[config.mk]
export PLATFORM = sky130hd
export DESIGN_NAME = argmax_layer
export DESIGN_NICKNAME = d
export VERILOG_FILES = /design/src/rtl/argmax_layer.sv
export SDC_FILE = /design/constraint.sdc
export NUM_CORES = 1
export LEC_CHECK = 0
export BUFFER_PORTS_ARGS = -buffer_cell sky130_fd_sc_hd__buf_2
export CORE_MARGIN = 10
export CORE_UTILIZATION = 45
export DETAILED_ROUTE_END_ITERATION = 8
export PLACE_DENSITY = 0.72
export SYNTH_ARGS = -nofsm -noshare
export SYNTH_HDL_FRONTEND = slang
export SYNTH_SLANG_ARGS = --single-unit
[constraint.sdc]
create_clock -name clock -period 24.7 [get_ports clock]
set_input_delay 1.235 -clock clock [delete_from_list [all_inputs] [get_ports clock]]
set_output_delay 1.235 -clock clock [all_outputs]
set_load 0.02 [all_outputs]
[src/rtl/argmax_layer.sv]
// Sequential argmax over a buffered vector of signed dense-layer outputs, one compare per cycle.
// Define ARGMAX_THRESHOLD_EN to add the registered above_threshold confidence output.
module argmax_layer #(
  parameter int                            DATA_WIDTH  = 32,
  parameter int                            NUM_INPUTS  = 16,
  parameter logic signed [DATA_WIDTH-1:0]  THRESHOLD   = '0,
  localparam int                           INDEX_WIDTH = (NUM_INPUTS > 1) ? $clog2(NUM_INPUTS) : 1
) (
  input  logic                          clock,
  input  logic                          reset,
  input  logic                          inputs_ready,
  input  logic signed [DATA_WIDTH-1:0]  inputs [NUM_INPUTS],
  output logic [INDEX_WIDTH-1:0]        index,
  output logic signed [DATA_WIDTH-1:0]  max_value,
`ifdef ARGMAX_THRESHOLD_EN
  output logic                          above_threshold,
`endif
  output logic                          output_ready
);

  typedef enum logic [1:0] {IDLE, SCAN, DONE} state_t;

  localparam logic [INDEX_WIDTH-1:0] LAST_PTR = INDEX_WIDTH'(NUM_INPUTS - 1);

  state_t                         state_q;
  logic                           ready_q;
  logic [INDEX_WIDTH-1:0]         ptr_q;
  logic signed [DATA_WIDTH-1:0]   buf_q [NUM_INPUTS];

  logic                           start;
  logic                           scan_gt;
  logic signed [DATA_WIDTH-1:0]   best_d;
  logic [INDEX_WIDTH-1:0]         index_d;

  assign start = inputs_ready & ~ready_q;

  // Strictly-greater replacement keeps the lowest index on ties.
  always_comb begin
    scan_gt = buf_q[ptr_q] > max_value;
    best_d  = scan_gt ? buf_q[ptr_q] : max_value;
    index_d = scan_gt ? ptr_q : index;
  end

  always_ff @(posedge clock) begin
    if (!reset) begin
      state_q      <= IDLE;
      ready_q      <= 1'b0;
      ptr_q        <= '0;
      index        <= '0;
      max_value    <= '0;
      output_ready <= 1'b0;
`ifdef ARGMAX_THRESHOLD_EN
      above_threshold <= 1'b0;
`endif
    end else begin
      ready_q <= inputs_ready;
      case (state_q)
        IDLE, DONE: begin
          if (start) begin
            buf_q        <= inputs;
            max_value    <= inputs[0];
            index        <= '0;
            ptr_q        <= INDEX_WIDTH'(1);
            output_ready <= (NUM_INPUTS == 1);
            state_q      <= (NUM_INPUTS == 1) ? DONE : SCAN;
`ifdef ARGMAX_THRESHOLD_EN
            above_threshold <= (NUM_INPUTS == 1) && (inputs[0] >= THRESHOLD);
`endif
          end
        end
        SCAN: begin
          max_value <= best_d;
          index     <= index_d;
          if (ptr_q == LAST_PTR) begin
            output_ready <= 1'b1;
            state_q      <= DONE;
`ifdef ARGMAX_THRESHOLD_EN
            above_threshold <= (best_d >= THRESHOLD);
`endif
          end else begin
            ptr_q <= ptr_q + INDEX_WIDTH'(1);
          end
        end
        default: state_q <= IDLE;
      endcase
    end
  end

endmodule

# Word level (Yosys, flattened, before mapping)

Index checks and enable logic that the tools add are counted.

Add/subtract/negate cells: 1
$lt $le $gt $ge: 2
Equality and inequality tests: 7
Mux-type cells: 18
Bitwise operators: 3
Reduce and logical (&&, ||, !) cells: 8

Operator list:

| cell                | count |
|---|---|
| $bmux 32 s4         | 1 |
| $mux 32             | 4 |
| $pmux 32 s2         | 1 |
| $gt 32x32->1        | 1 |
| $mux 4              | 4 |
| $pmux 4 s2          | 2 |
| $reduce_and 3->1    | 4 |
| $ne 2x2->1 const B  | 4 |
| $ge 5x5->1 const B  | 1 |
| $not 4->5           | 1 |
| $add 4x1->4 const B | 1 |
| $eq 4x4->1 const B  | 1 |
| $mux 2              | 2 |
| $pmux 2 s2          | 1 |
| $eq 2x1->1 const B  | 1 |
| $eq 2x2->1 const B  | 1 |
| $logic_not 2->1     | 1 |
| $mux 1              | 2 |
| $pmux 1 s2          | 1 |
| $reduce_and 2->1    | 1 |
| $reduce_bool 2->1   | 1 |
| $reduce_or 2->1     | 1 |
| $and 1x1->1         | 1 |
| $not 1->1           | 1 |

Bits in registers: 556
Output and inout port bits: 37

# Depth between registers and ports, before layout

Gate-level depths: netlist of the first run.

Depth after elaboration: 7
Gate-level depth with buffers: 16
Depth with buffers taken out: 11

# Least setup slack after synthesis of the first run

OpenSTA, ideal clock, no wires.

Path kind: in2reg
Start point: input inputs_ready
End point: register buf_q[0] (netlist name), enable pin
Setup time: 1402 ps
Arrival time: 22883 ps
Path slack: 415 ps
Cell stages on the path: 4
Path buffers: 2
Cell sequence: nand3b_1 > clkbuf_1 > clkbuf_1 > nor2_1

Word-level cells in the longest chain between the ends: 2

RTL lines:

| what                              | line | text |
|---|---|---|
| start, declared                   | 11   | `input logic inputs_ready,` |
| $and 1x1->1                       | 35   | `assign start = inputs_ready & ~ready_q;` |
| $reduce_and 3->1 (no source line) | -    |  |
| end signal, assigned              | 60   | `buf_q <= inputs;` |
| end, declared                     | 28   | `logic signed [DATA_WIDTH-1:0] buf_q [NUM_INPUTS];` |

No other way between the ends.
A chain may end at the register's enable or synchronous reset.

# Worst setup path in the final report of the first run

Start point: register ptr_q[0]
End point: register max_value[19]

Word-level cells in the longest chain between the ends: 7
Elaborated cells on any way between the ends: 9
Those cells by class: 1 x order compare; 1 x eq/ne; 5 x mux; 1 x bitwise; 1 x reduce/logical

RTL lines:

| what                                           | line   | text |
|---|---|---|
| start, declared                                | 27     | `logic [INDEX_WIDTH-1:0] ptr_q;` |
| start signal, assigned                         | 81     | `ptr_q <= ptr_q + INDEX_WIDTH'(1);` |
| $not 4->5 (implied by the code) (*)            | 39, 40 |  |
| $bmux 32 s4 (*)                                | 39, 40 |  |
| $mux 32 (implied by the code) (*) (2 in a row) | 39, 40 |  |
| $gt 32x32->1                                   | 39     | `scan_gt = buf_q[ptr_q] > max_value;` |
| $ne 2x2->1 (no source line)                    | -      |  |
| $reduce_and 3->1 (no source line)              | -      |  |
| end signal, assigned                           | 61     | `max_value <= inputs[0];` |
| end signal, assigned                           | 72     | `max_value <= best_d;` |
| end, declared                                  | 14     | `output logic signed [DATA_WIDTH-1:0] max_value,` |

Mark *: on every way between the ends. The rest lies on a longest branch, timed or not. The select of a mux whose other input is x is not followed.

==> flow_metrics.env, run 1 <==
export IMPL_detail_route_first_pass_iterations=5
export IMPL_report_power_total_w=0.002141
export IMPL_cts_hold_fix_buffers=0
export IMPL_dr_first_iter_drc_count=1118
export IMPL_switching_power_w=0.0004975
export IMPL_num_rows=81
export IMPL_boundaryPins=552
export IMPL_synthToLayoutAreaGrowth_pct=23.29
export IMPL_tritoncts_num_buffers=57
export IMPL_syn_area_um2=22080
export IMPL_hold_path_class="flop to flop"
export IMPL_route_final_wire_length_mm=60.33
export IMPL_unrepaired_setup_endpoints_after_global_routing="false"
export IMPL_fmax_mhz=159.6
export IMPL_worst_ep_arrival_time_ns=6.76
export IMPL_power_leakage_nw=9.836
export IMPL_power_frac_seq_pct=51.3
export IMPL_post_cts_setup_driven_buffer_insertion_count=0
export IMPL_power_combinational_fraction_pct=11.5
export IMPL_initial_antenna_violation_count=10
export IMPL_routed_via_count=12850
export IMPL_clock_insertion_delay_worst_skew_ns=0.61
export IMPL_cts_htree_levels=2
export IMPL_path_cells="buf_4, mux4_2, mux4_2, ha_1, a21oi_1, o21ai_0, a221o_1, a211o_1, or4_2, and2_4, a311oi_1"
export IMPL_fin_crit_ns=6.267
export IMPL_core_area_um2=48750
export IMPL_p_int_w=0.001644
export IMPL_postLayoutCoreUtil_pct=55.85
export IMPL_placedInstanceArea_um2=25510
export IMPL_run_status="finished, final reports clean"
export IMPL_timing_critical_path_slowest_cell_delay_ns=0.99
export IMPL_worst_setup_path_start_kind="flop"
export IMPL_clkSlewWorstSetupHoldPaths_ns=0.06
export IMPL_tritoncts="built"
export IMPL_fin_area_um2=27230
export IMPL_max_clock_path_buffers=3
export IMPL_post_detailed_placement_half_perimeter_wirelength_mm=43.56
export IMPL_avgViaCountPerCell=5.417
export IMPL_worstPathRequired_ns=25.19
export IMPL_max_cap_violations=0
export IMPL_tot_gr_track_use_pct=20.35
export IMPL_worst_setup_path_end_kind="flop"
export IMPL_finalCritPeriodShare_pct=25.37
export IMPL_yosysUniqueCellTypes=36
export IMPL_floorplan_initialDensity_pct=45.30
export IMPL_clock_sink_count=556
export IMPL_hold_viol=0
export IMPL_timing_max_transition_violations_final=0
export IMPL_grt_first_pass_wirelength_mm=89.22
export IMPL_routabilityCongestion=0.8329
export IMPL_grt_start_max_net_pins=210
export IMPL_avgRoutedWirePerCell_um=25.43
export IMPL_synth_sequential_area_ratio_pct=73.61
export IMPL_global_route_overflow_total=0
export IMPL_synth_seq_cells=556
export IMPL_syn_area_per_cell_um2=19.95
export IMPL_worst_ir_drop_vdd_mv=0.06827
export IMPL_nets=2208
export IMPL_critPathSlowestCell="sky130_fd_sc_hd__dfxtp_4"
export IMPL_critPathBufInv=1
export IMPL_die_width_um=241.5
export IMPL_worst_clock_skew_ns=0.02464
export IMPL_relative_max_transition_margin_pct=11.34
export IMPL_design_die_area_um2=58330
export IMPL_first_global_vias=13950
export IMPL_drcViolationCount=0
export IMPL_synth_cells=1107
export IMPL_place_ws_ns=18.29
export IMPL_setup_slack_ns=18.43
export IMPL_critical_path_class="flop to flop"
export IMPL_cell_repeated_most_along_the_worst_path="sky130_fd_sc_hd__mux4_2"
export IMPL_timing_setup_tns_ns=0
export IMPL_synth_nets=1655
export IMPL_clock_power_share_pct=37.2
export IMPL_port_buffer_count=551
export IMPL_drt_antenna_violating_nets=0
export IMPL_resized_cells_post_cts=0
export IMPL_worst_slew_pin_transition_ns=1.330
export IMPL_num_fill_cells=3731
export IMPL_cellPowerDensity_nw_per_um2=78.66
export IMPL_layout_drive_gt1_share_pct=47.44
export IMPL_die_h_um=241.5
export IMPL_critPathMaxFanout=52
export IMPL_setup_violations_final=0
export IMPL_cts_root_buffer_cell="sky130_fd_sc_hd__clkbuf_16"
export IMPL_synthesis_yosys_warnings=0
export IMPL_critPathTopFamily="simple AND/OR/NAND/NOR gates"
export IMPL_sw_frac_of_total_pct=23.23
-- registers in the layout, indices dropped and copies added, names as in the netlist --
register      cells
ptr_q             4
index             4
state_q           2
output_ready      1
ready_q           1
max_value        32
buf_q           512
-- synth_stat cells, drive strengths merged --
| cell type | instances | area share, % |
|---|---|---|
| a21oi | 20 | 0.45 |
| and4b | 1 | 0.045 |
| inv | 35 | 0.59 |
| xor2 | 1 | 0.040 |
| dfxtp | 44 | 4.0 |
| nand4 | 9 | 0.25 |
| a211oi | 1 | 0.034 |
| nand2b | 1 | 0.028 |
| a211o | 1 | 0.040 |
| a221o | 1 | 0.045 |
| a22oi | 1 | 0.034 |
| o211ai | 3 | 0.10 |
| nand3 | 10 | 0.23 |
| mux4 | 160 | 16 |
| buf | 29 | 0.71 |
| or4 | 3 | 0.10 |
| nand3b | 1 | 0.034 |
| mux2i | 5 | 0.23 |
| nor3 | 2 | 0.045 |
| nor2 | 103 | 1.8 |
| edfxtp | 512 | 70 |
| and2 | 3 | 0.096 |
| a311oi | 31 | 1.2 |
| a21o | 2 | 0.068 |
| or3 | 1 | 0.028 |
| clkbuf | 40 | 0.68 |
| a31oi | 32 | 0.91 |
| ha | 33 | 1.9 |
| nor2b | 2 | 0.057 |
| o21ai | 4 | 0.091 |
| nand2 | 16 | 0.27 |
-- path summary, 6_finish.rpt --
| path | startpoint | depth (start not counted) | end | slack (ns) |
|---|---|---|---|---|
| worst max-delay path | ptr_q[0]$_SDFFE_PN0P_ | 11 | max_value[19]$_SDFFE_PN0P_ | 18.43 |
| worst min-delay path | index[3]$_SDFFE_PN0P_ | 2 | index[3]$_SDFFE_PN0P_ | 0.48 |
| worst max register to register | ptr_q[0]$_SDFFE_PN0P_ | 11 | max_value[19]$_SDFFE_PN0P_ | 18.43 |
| worst min register to register | index[3]$_SDFFE_PN0P_ | 2 | index[3]$_SDFFE_PN0P_ | 0.48 |
-- power by group through the flow --
stage | clock network (W) | registers, W | logic (W)
floorplan | 0 | 0.00115 | 0.000141
global placement | 0 | 0.00112 | 0.000242
detailed placement | 0 | 0.00112 | 0.000248
CTS | 0.000814 | 0.00110 | 0.000249
global route | 0.000854 | 0.00110 | 0.000268
finish | 0.000797 | 0.00110 | 0.000246
-- layout make-up --
cell class / count / area (um^2) / share of cell area (%)
Antenna cell: 7 / 17.52 / 0.06434
Clock buffer: 70 / 1475 / 5.418
Timing Repair Buffer: 563 / 2873 / 10.55
Inverter: 35 / 131.4 / 0.4825
Multi-Input combinational cell: 447 / 5406 / 19.86
Clock inverter: 30 / 224.0 / 0.8226
Sequential cell: 556 / 16270 / 59.75
Tap cell: 664 / 830.8 / 3.051
-- worst min-delay path, delay by kind of cell, from the launching register on --
family,cells,cell delay [ns]
simple gates,1,0.06
mux,1,0.06
flops,1,0.31
-- cell families after synthesis --
group           after synthesis  share of synthesized area (%)
fa+ha+maj                    33                          1.870
simple gates                152                          2.941
flops                       556                          73.61
xor+xnor                      1                        0.03967
mux                         165                          16.54
compound gates               96                          3.003
buf+inv                     104                          1.989
-- layout by cell type (no fill, tap or decap), types with 5 or more instances in the layout --
cell and n:
sky130_fd_sc_hd__buf_2 551, sky130_fd_sc_hd__a311oi_1 31, sky130_fd_sc_hd__clkbuf_16 57, sky130_fd_sc_hd__clkbuf_1 13, sky130_fd_sc_hd__nor2_1 102, sky130_fd_sc_hd__a21oi_1 20, sky130_fd_sc_hd__clkinv_1 13, sky130_fd_sc_hd__buf_4 10
sky130_fd_sc_hd__diode_2 7, sky130_fd_sc_hd__nand3_1 10, sky130_fd_sc_hd__mux4_2 160, sky130_fd_sc_hd__edfxtp_1 512, sky130_fd_sc_hd__clkinv_2 9, sky130_fd_sc_hd__a31oi_1 32, sky130_fd_sc_hd__nand4_1 9, sky130_fd_sc_hd__mux2i_1 5
sky130_fd_sc_hd__dfxtp_1 40, sky130_fd_sc_hd__nand2_1 16, sky130_fd_sc_hd__inv_1 34, sky130_fd_sc_hd__ha_1 33
-- per-stage QoR --
stage,instances,hold slack [ns]
final,2372,0.4795
after detailed placement,2265,0.4693
after global placement,2265,0.4550
after global routing,2367,0.5113
after CTS,2365,0.4842
after floorplan,1107,0.4715
-- layer usage --
layer	GRT usage, %	up-vias	part of all wire (%)
met3	6.437	101	9.0
li1	-	5676	-
met2	34.37	616	51
met4	6.719	12	2.8
met1	24.40	6444	37
met5	0	-	0.13
(Power assumes the default switching activity.)
==> run 2, diff against run 1 <==
--- a/config.mk
+++ b/config.mk
@@ -9,7 +9,7 @@
 export CORE_MARGIN = 10
 export CORE_UTILIZATION = 45
 export DETAILED_ROUTE_END_ITERATION = 8
-export PLACE_DENSITY = 0.72
+export PLACE_DENSITY = 0.69
 export SYNTH_ARGS = -nofsm -noshare
 export SYNTH_HDL_FRONTEND = slang
 export SYNTH_SLANG_ARGS = --single-unit
==> constraint.sdc (replaced) <==
create_clock -name clock -period 6.19 [get_ports clock]
set_input_delay 0.3095 -clock clock [delete_from_list [all_inputs] [get_ports clock]]
set_output_delay 0.3095 -clock clock [all_outputs]
set_load 0.02 [all_outputs]
==> flow_metrics.env, run 2 <==
export IMPL_outcome_stop_stage="clock tree synthesis"
export IMPL_synthesis_yosys_warnings=0
export IMPL_post_cts_setup_driven_buffer_insertion_count=0
export IMPL_tritoncts_num_buffers=58
export IMPL_clock_sink_count=556
export IMPL_ys_async_sr_fraction_pct=0
export IMPL_run_status="did not finish"
export IMPL_yosys_cell_count_top_type="sky130_fd_sc_hd__edfxtp_1"
export IMPL_boundaryPins=552
export IMPL_synth_cells=1107
export IMPL_cts_root_buffer_cell="sky130_fd_sc_hd__clkbuf_16"
export IMPL_max_clock_path_buffers=3
export IMPL_floorplan_initialDensity_pct=45.30
export IMPL_resized_cells_post_cts=0
export IMPL_num_rows=81
export IMPL_flow_first_error="[ERROR RSZ-0060] Max buffer count reached."
export IMPL_die_h_um=241.5
export IMPL_number_of_flops_mapped_to_enable_cells_by_yosys=512
export IMPL_post_synth_top_area_fraction_pct=69.62
export IMPL_syn_area_per_cell_um2=19.95
export IMPL_yosysUniqueCellTypes=36
export IMPL_routabilityCongestion=0.8369
export IMPL_postSynth_topFlopCell="sky130_fd_sc_hd__edfxtp_1"
export IMPL_synth_seq_cells=556
export IMPL_cts_htree_levels=2
export IMPL_synth_sequential_area_ratio_pct=73.61
export IMPL_syn_area_um2=22080
export IMPL_cts_hold_fix_buffers=476
export IMPL_die_width_um=241.5
export IMPL_synth_nets=1655
export IMPL_port_buffer_count=551
export IMPL_yosys_top_cells_area="sky130_fd_sc_hd__edfxtp_1 70%, sky130_fd_sc_hd__mux4_2 16%, sky130_fd_sc_hd__dfxtp_1 4.0%"
export IMPL_synth_top_cells_by_count="512 x sky130_fd_sc_hd__edfxtp_1, 160 x sky130_fd_sc_hd__mux4_2, 103 x sky130_fd_sc_hd__nor2_1"
export IMPL_post_detailed_placement_half_perimeter_wirelength_mm=43.18
export IMPL_most_area_hungry_cell_type_in_the_yosys_netlist="sky130_fd_sc_hd__edfxtp_1"
-- run 2: cell counts after synthesis --
No cell type changed its count.
-- run 2: cell families after synthesis --
logic type | share of synthesized area (%)
AO/OA/AOI/OAI | 3.003
flip-flops | 73.61
buffers and inverters | 1.989
XOR/XNOR | 0.03967
adder cells (fa/ha/maj) | 1.870
AND/OR/NAND/NOR | 2.941
multiplexers | 16.54
-- run 2: per-stage QoR --
stage	instances	worst slack, ns	util (%)	instance area [um^2]
3_3_place_gp	2268	1.133	52.51	25600
3_5_place_dp	2268	1.043	52.51	25600
2_1_floorplan	1107	-2.552	-	22110
==> run 3, diff against run 2 <==
--- a/config.mk
+++ b/config.mk
@@ -7,9 +7,9 @@
 export LEC_CHECK = 0
 export BUFFER_PORTS_ARGS = -buffer_cell sky130_fd_sc_hd__buf_2
 export CORE_MARGIN = 10
-export CORE_UTILIZATION = 45
+export CORE_UTILIZATION = 30
 export DETAILED_ROUTE_END_ITERATION = 8
-export PLACE_DENSITY = 0.69
+export PLACE_DENSITY_LB_ADDON = 0.15
 export SYNTH_ARGS = -nofsm -noshare
 export SYNTH_HDL_FRONTEND = slang
 export SYNTH_SLANG_ARGS = --single-unit
==> flow_metrics.env, run 3 (same netlist as run 1, synthesis figures left out) <==
export IMPL_dr_first_iter_drc_count=906
export IMPL_routabilityCongestion=0.7351
export IMPL_clock_sink_count=556
export IMPL_place_ws_ns=0.7099
export IMPL_placedCellCount=2578
export IMPL_power_frac_seq_pct=45.8
export IMPL_final_common_cell="sky130_fd_sc_hd__buf_2"
export IMPL_avgViaCountPerCell=4.619
export IMPL_detail_route_first_pass_iterations=8
export IMPL_timing_max_transition_violations_final=0
export IMPL_finalCritPeriodShare_pct=86.12
export IMPL_die_h_um=291.3
export IMPL_final_cell_mix="551 x sky130_fd_sc_hd__buf_2, 513 x sky130_fd_sc_hd__dlygate4sd3_1, 512 x sky130_fd_sc_hd__edfxtp_1"
export IMPL_grt_first_pass_wirelength_mm=110.4
export IMPL_hold_viol=0
export IMPL_initial_antenna_violation_count=8
export IMPL_rr_worst_depth=12
export IMPL_finish_cell_count_without_fillers=3216
export IMPL_reg_top3="buf_q x512, max_value x32"
export IMPL_layout_drive_gt1_share_pct=37.54
export IMPL_timing_critical_path_depth=12
export IMPL_worstPathRequired_ns=6.68
export IMPL_power_combinational_fraction_pct=13.8
export IMPL_synthToLayoutAreaGrowth_pct=51.27
export IMPL_max_cap_violations=0
export IMPL_clock_insertion_delay_worst_skew_ns=0.60
export IMPL_grt_start_max_net_pins=117
export IMPL_critPathSlowestCell="sky130_fd_sc_hd__o211ai_1"
export IMPL_timing_critical_path_slowest_cell_delay_ns=0.69
export IMPL_worst_ep_arrival_time_ns=5.82
export IMPL_fmax_mhz=187.6
export IMPL_sw_frac_of_total_pct=23.73
export IMPL_critical_path_class="flop to flop"
export IMPL_max_clock_path_buffers=3
export IMPL_holdPathStages=3
export IMPL_unrepaired_setup_endpoints_after_global_routing="false"
export IMPL_timing_setup_tns_ns=0
export IMPL_post_detailed_placement_half_perimeter_wirelength_mm=50.34
export IMPL_hold_path_class="input pin to flop"
export IMPL_critPathMaxFanout=24
export IMPL_critPathBufInv=2
export IMPL_setup_slack_ns=0.8590
export IMPL_boundaryPins=552
export IMPL_worst_slew_pin_transition_ns=0.9235
export IMPL_avgRoutedWirePerCell_um=23.05
export IMPL_critPathTopFamily="compound AO/OA/AOI/OAI gates"
export IMPL_tritoncts="built"
export IMPL_run_status="finished, final reports clean"
export IMPL_worst_clock_skew_ns=0.02377
export IMPL_worst_setup_path_end_kind="flop"
export IMPL_worst_setup_path_start_kind="flop"
export IMPL_registers_top_by_ff_count="buf_q"
export IMPL_floorplan_initialDensity_pct=30.27
export IMPL_cts_root_buffer_cell="sky130_fd_sc_hd__clkbuf_16"
export IMPL_report_power_total_w=0.009547
export IMPL_path_cells="buf_4, mux4_2, mux4_2, ha_1, nand4_1, nor2_1, a221o_1, a211o_1, o211ai_1, buf_4, a31oi_1, a311oi_1"
export IMPL_route_final_wire_length_mm=74.12
export IMPL_postLayoutCoreUtil_pct=45.78
export IMPL_clkSlewWorstSetupHoldPaths_ns=0.06
export IMPL_drt_antenna_violating_nets=0
export IMPL_routed_via_count=14860
export IMPL_cts_htree_levels=3
export IMPL_clock_power_share_pct=40.4
export IMPL_tritoncts_num_buffers=67
export IMPL_p_int_w=0.007282
export IMPL_cellPowerDensity_nw_per_um2=285.8
export IMPL_worst_ir_drop_vdd_mv=0.3246
export IMPL_die_width_um=291.3
export IMPL_setup_violations_final=0
export IMPL_design_die_area_um2=84860
export IMPL_nets=2749
export IMPL_relative_max_transition_margin_pct=38.43
export IMPL_first_global_vias=17120
export IMPL_tot_gr_track_use_pct=17.21
export IMPL_max_ffs_per_register=512
export IMPL_power_leakage_nw=12.32
export IMPL_core_area_um2=72960
export IMPL_post_cts_setup_driven_buffer_insertion_count=0
export IMPL_fin_crit_ns=5.331
export IMPL_global_route_overflow_total=0
export IMPL_drcViolationCount=0
export IMPL_resized_cells_post_cts=0
export IMPL_port_buffer_count=551
export IMPL_switching_power_w=0.002265
export IMPL_num_rows=99
==> run 3: through the flow <==
stage | cell area (um^2) | hold WS, ns
3_3_place_gp | 26110 | 0.4582
6_report | 33400 | 0.1004
4_1_cts | 33390 | 0.05486
5_1_grt | 33400 | 0.1028
3_5_place_dp | 26110 | 0.4637
2_1_floorplan | 22110 | 0.4084
==> run 3: path summary, 6_finish.rpt <==
path / startpoint / slack (ns) / to
setup / recovery: ptr_q[0]$_SDFFE_PN0P_ / 0.86 / max_value[19]$_SDFFE_PN0P_
hold / removal: reset / 0.10 / ptr_q[3]$_SDFFE_PN0P_
setup reg to reg: ptr_q[0]$_SDFFE_PN0P_ / 0.86 / max_value[19]$_SDFFE_PN0P_
hold reg to reg: index[0]$_SDFFE_PN0P_ / 0.47 / index[0]$_SDFFE_PN0P_
==> run 3: metal layers <==
layer,part of all wire (%),global-route usage [%],vias to the layer above,routed length (um)
met2,50,29.27,492,37310
met3,5.9,4.161,139,4407
li1,-,-,6768,-
met1,40,20.87,7453,29950
met4,3.3,6.502,4,2431
met5,0.023,0,-,17
==> run 3: cell type report <==
cell class,instances,area (um^2)
repair buffers,1094,8230
clock buffers,87,1826
clock inverters,32,322.8
diodes,6,15.01
flip-flops and latches,556,16270
well taps,959,1200
multi-input cells,447,5406
inverters,35,131.4
fillers,6246,39560
==> run 3: timing repair <==
action,in CTS,in global routing
hold buffers,513,0
hold endpoints to repair,513,0
endpoints found under the setup margin,0,0
==> run 3: power groups by stage <==
stage               sequential, W  combinational [W]  clock, W
finish                    0.00437            0.00132   0.00386
floorplan                 0.00450           0.000566         0
global placement          0.00445            0.00106         0
detailed placement        0.00445            0.00106         0
global route              0.00439            0.00143   0.00412
CTS                       0.00437            0.00134   0.00398
==> run 3: tightest hold or removal path: cells and delay by family <==
kind,cells,cell delay [ns]
buffers and inverters,1,0.19
AND/OR/NAND/NOR,2,0.15
==> run 4, diff against run 3 <==
==> constraint.sdc (replaced) <==
create_clock -name clock -period 5.5 [get_ports clock]
set_input_delay 0.275 -clock clock [delete_from_list [all_inputs] [get_ports clock]]
set_output_delay 0.275 -clock clock [all_outputs]
set_load 0.02 [all_outputs]
==> flow_metrics.env, run 4 (same netlist as run 1, synthesis figures left out) <==
export IMPL_run_status="finished, final reports clean"
export IMPL_path_cells="buf_12, buf_12, mux4_2, mux4_2, ha_1, nand4_1, or4_1, nor2_1, or4_2, and2_4, a311oi_1"
export IMPL_drt_antenna_violating_nets=0
export IMPL_route_final_wire_length_mm=73.52
export IMPL_worst_setup_path_start_kind="flop"
export IMPL_worst_setup_path_end_kind="flop"
export IMPL_worst_ir_drop_vdd_mv=0.2805
export IMPL_p_int_w=0.008134
export IMPL_fin_area_um2=33500
export IMPL_grt_start_max_net_pins=161
export IMPL_core_area_um2=72960
export IMPL_hold_viol=0
export IMPL_synthToLayoutAreaGrowth_pct=51.69
export IMPL_detail_route_first_pass_iterations=5
export IMPL_worst_slew_pin_transition_ns=0.9625
export IMPL_cts_htree_levels=3
export IMPL_worst_ep_arrival_time_ns=5.43
export IMPL_clkSlewWorstSetupHoldPaths_ns=0.06
export IMPL_unrepaired_setup_endpoints_after_global_routing="false"
export IMPL_resized_cells_post_cts=0
export IMPL_placedInstanceArea_um2=26220
export IMPL_critical_path_class="flop to flop"
export IMPL_avgViaCountPerCell=4.630
export IMPL_power_leakage_nw=12.37
export IMPL_switching_power_w=0.002556
export IMPL_postLayoutCoreUtil_pct=45.91
export IMPL_fin_crit_ns=5.020
export IMPL_critPathSlowestCell="sky130_fd_sc_hd__or4_1"
export IMPL_report_power_total_w=0.01069
export IMPL_critPathMaxFanout=35
export IMPL_routed_via_count=14930
export IMPL_post_detailed_placement_half_perimeter_wirelength_mm=50.97
export IMPL_floorplan_initialDensity_pct=30.27
export IMPL_fmax_mhz=199.2
export IMPL_max_clock_path_buffers=3
export IMPL_first_global_vias=17070
export IMPL_global_route_overflow_total=0
export IMPL_final_cell_mix="551 x sky130_fd_sc_hd__buf_2, 513 x sky130_fd_sc_hd__dlygate4sd3_1, 512 x sky130_fd_sc_hd__edfxtp_1"
export IMPL_num_rows=99
export IMPL_die_width_um=291.3
export IMPL_power_combinational_fraction_pct=13.9
export IMPL_reg_top3="buf_q x512, max_value x32"
export IMPL_cts_root_buffer_cell="sky130_fd_sc_hd__clkbuf_16"
export IMPL_max_ffs_per_register=512
export IMPL_clock_sink_count=556
export IMPL_setup_violations_final=0
export IMPL_clock_insertion_delay_worst_skew_ns=0.60
export IMPL_tritoncts_num_buffers=66
export IMPL_final_common_cell="sky130_fd_sc_hd__buf_2"
export IMPL_power_frac_seq_pct=46.0
export IMPL_die_h_um=291.3
export IMPL_avgRoutedWirePerCell_um=22.80
export IMPL_nets=2757
export IMPL_dr_first_iter_drc_count=877
export IMPL_hold_path_class="input pin to flop"
export IMPL_initial_antenna_violation_count=7
export IMPL_relative_max_transition_margin_pct=35.83
export IMPL_design_die_area_um2=84860
export IMPL_worst_clock_skew_ns=0.02743
export IMPL_tot_gr_track_use_pct=17.08
export IMPL_timing_max_transition_violations_final=0
export IMPL_clock_power_share_pct=40.1
export IMPL_tritoncts="built"
export IMPL_registers_top_by_ff_count="buf_q"
export IMPL_layout_drive_gt1_share_pct=37.99
export IMPL_place_ws_ns=0.4364
export IMPL_worstPathRequired_ns=5.91
export IMPL_cellPowerDensity_nw_per_um2=319.1
export IMPL_critPathBufInv=2
export IMPL_sw_frac_of_total_pct=23.91
export IMPL_routabilityCongestion=0.7792
export IMPL_critPathTopFamily="simple AND/OR/NAND/NOR gates"
export IMPL_drcViolationCount=0
export IMPL_setup_slack_ns=0.4802
export IMPL_timing_critical_path_slowest_cell_delay_ns=0.70
export IMPL_port_buffer_count=551
export IMPL_finalCritPeriodShare_pct=91.27
export IMPL_max_cap_violations=0
export IMPL_grt_first_pass_wirelength_mm=109.5
export IMPL_boundaryPins=552
==> run 4: cell types whose count changed in the layout (fill, tap and decap cells not counted), moves of 2 or more <==
| cell | previous run | this run |
|---|---|---|
| sky130_fd_sc_hd__clkbuf_1 | 16 | 12 |
| sky130_fd_sc_hd__clkinv_2 | 9 | 11 |
| sky130_fd_sc_hd__inv_6 | 2 | 5 |
| sky130_fd_sc_hd__buf_4 | 21 | 26 |
| sky130_fd_sc_hd__buf_12 | 9 | 13 |
| sky130_fd_sc_hd__clkbuf_8 | 1 | 3 |
| sky130_fd_sc_hd__clkbuf_16 | 70 | 68 |
==> run 4: power by group through the flow <==
stage	Combinational, W	Sequential, W	Clock (W)
after floorplan	0.000637	0.00507	0
after global placement	0.00119	0.00501	0
after detailed placement	0.00120	0.00501	0
after CTS	0.00151	0.00492	0.00441
after global routing	0.00162	0.00493	0.00458
final	0.00149	0.00492	0.00429
==> run 4: tightest hold or removal path, cell delays in order <==
cell and delay (ns):
sky130_fd_sc_hd__buf_2 0.19, sky130_fd_sc_hd__nand2_1 0.09, sky130_fd_sc_hd__mux2i_1 0.05
==> run 4: timing repair <==
| action | in CTS | in global routing |
|---|---|---|
| hold endpoints to repair | 513 | 0 |
| setup buffers | 0 | 0 |
| hold buffers | 513 | 0 |
| setup endpoints to repair | 0 | 0 |
==> run 4: layout make-up <==
type,instances,area (um^2)
repair buffers,1103,8348
well taps,959,1200
inverters,35,131.4
clock buffers,83,1788
diodes,5,12.51
flip-flops and latches,556,16270
fillers,6281,39460
clock inverters,37,337.8
multi-input cells,447,5406
==> run 4: final timing paths <==
path | slack, ns | depth (start not counted) | from | to
worst min-delay path | 0.07 | 3 | reset | max_value[0]$_SDFFE_PN0P_
worst max-delay path | 0.48 | 11 | ptr_q[0]$_SDFFE_PN0P_ | max_value[6]$_SDFFE_PN0P_
worst min register to register | 0.47 | 2 | index[0]$_SDFFE_PN0P_ | index[0]$_SDFFE_PN0P_
worst max register to register | 0.48 | 11 | ptr_q[0]$_SDFFE_PN0P_ | max_value[6]$_SDFFE_PN0P_
==> run 4: stage by stage <==
stage	setup TNS (ns)	cells	hold slack, ns
after floorplan	-1659.90	1107	0.3739
after global placement	0	2587	0.4518
after detailed placement	0	2587	0.4531
after CTS	0	3220	0.03213
after global routing	0	3225	0.09352
final	0	3225	0.07036
==> run 4: per-layer routing <==
| layer | vias up | wire length, um | global-route usage (%) |
|---|---|---|---|
| met5 | - | 0 | 0 |
| met4 | 0 | 2886 | 7.369 |
| met3 | 159 | 4939 | 4.593 |
| met2 | 573 | 37870 | 29.72 |
| met1 | 7394 | 27820 | 19.47 |
| li1 | 6805 | - | - |
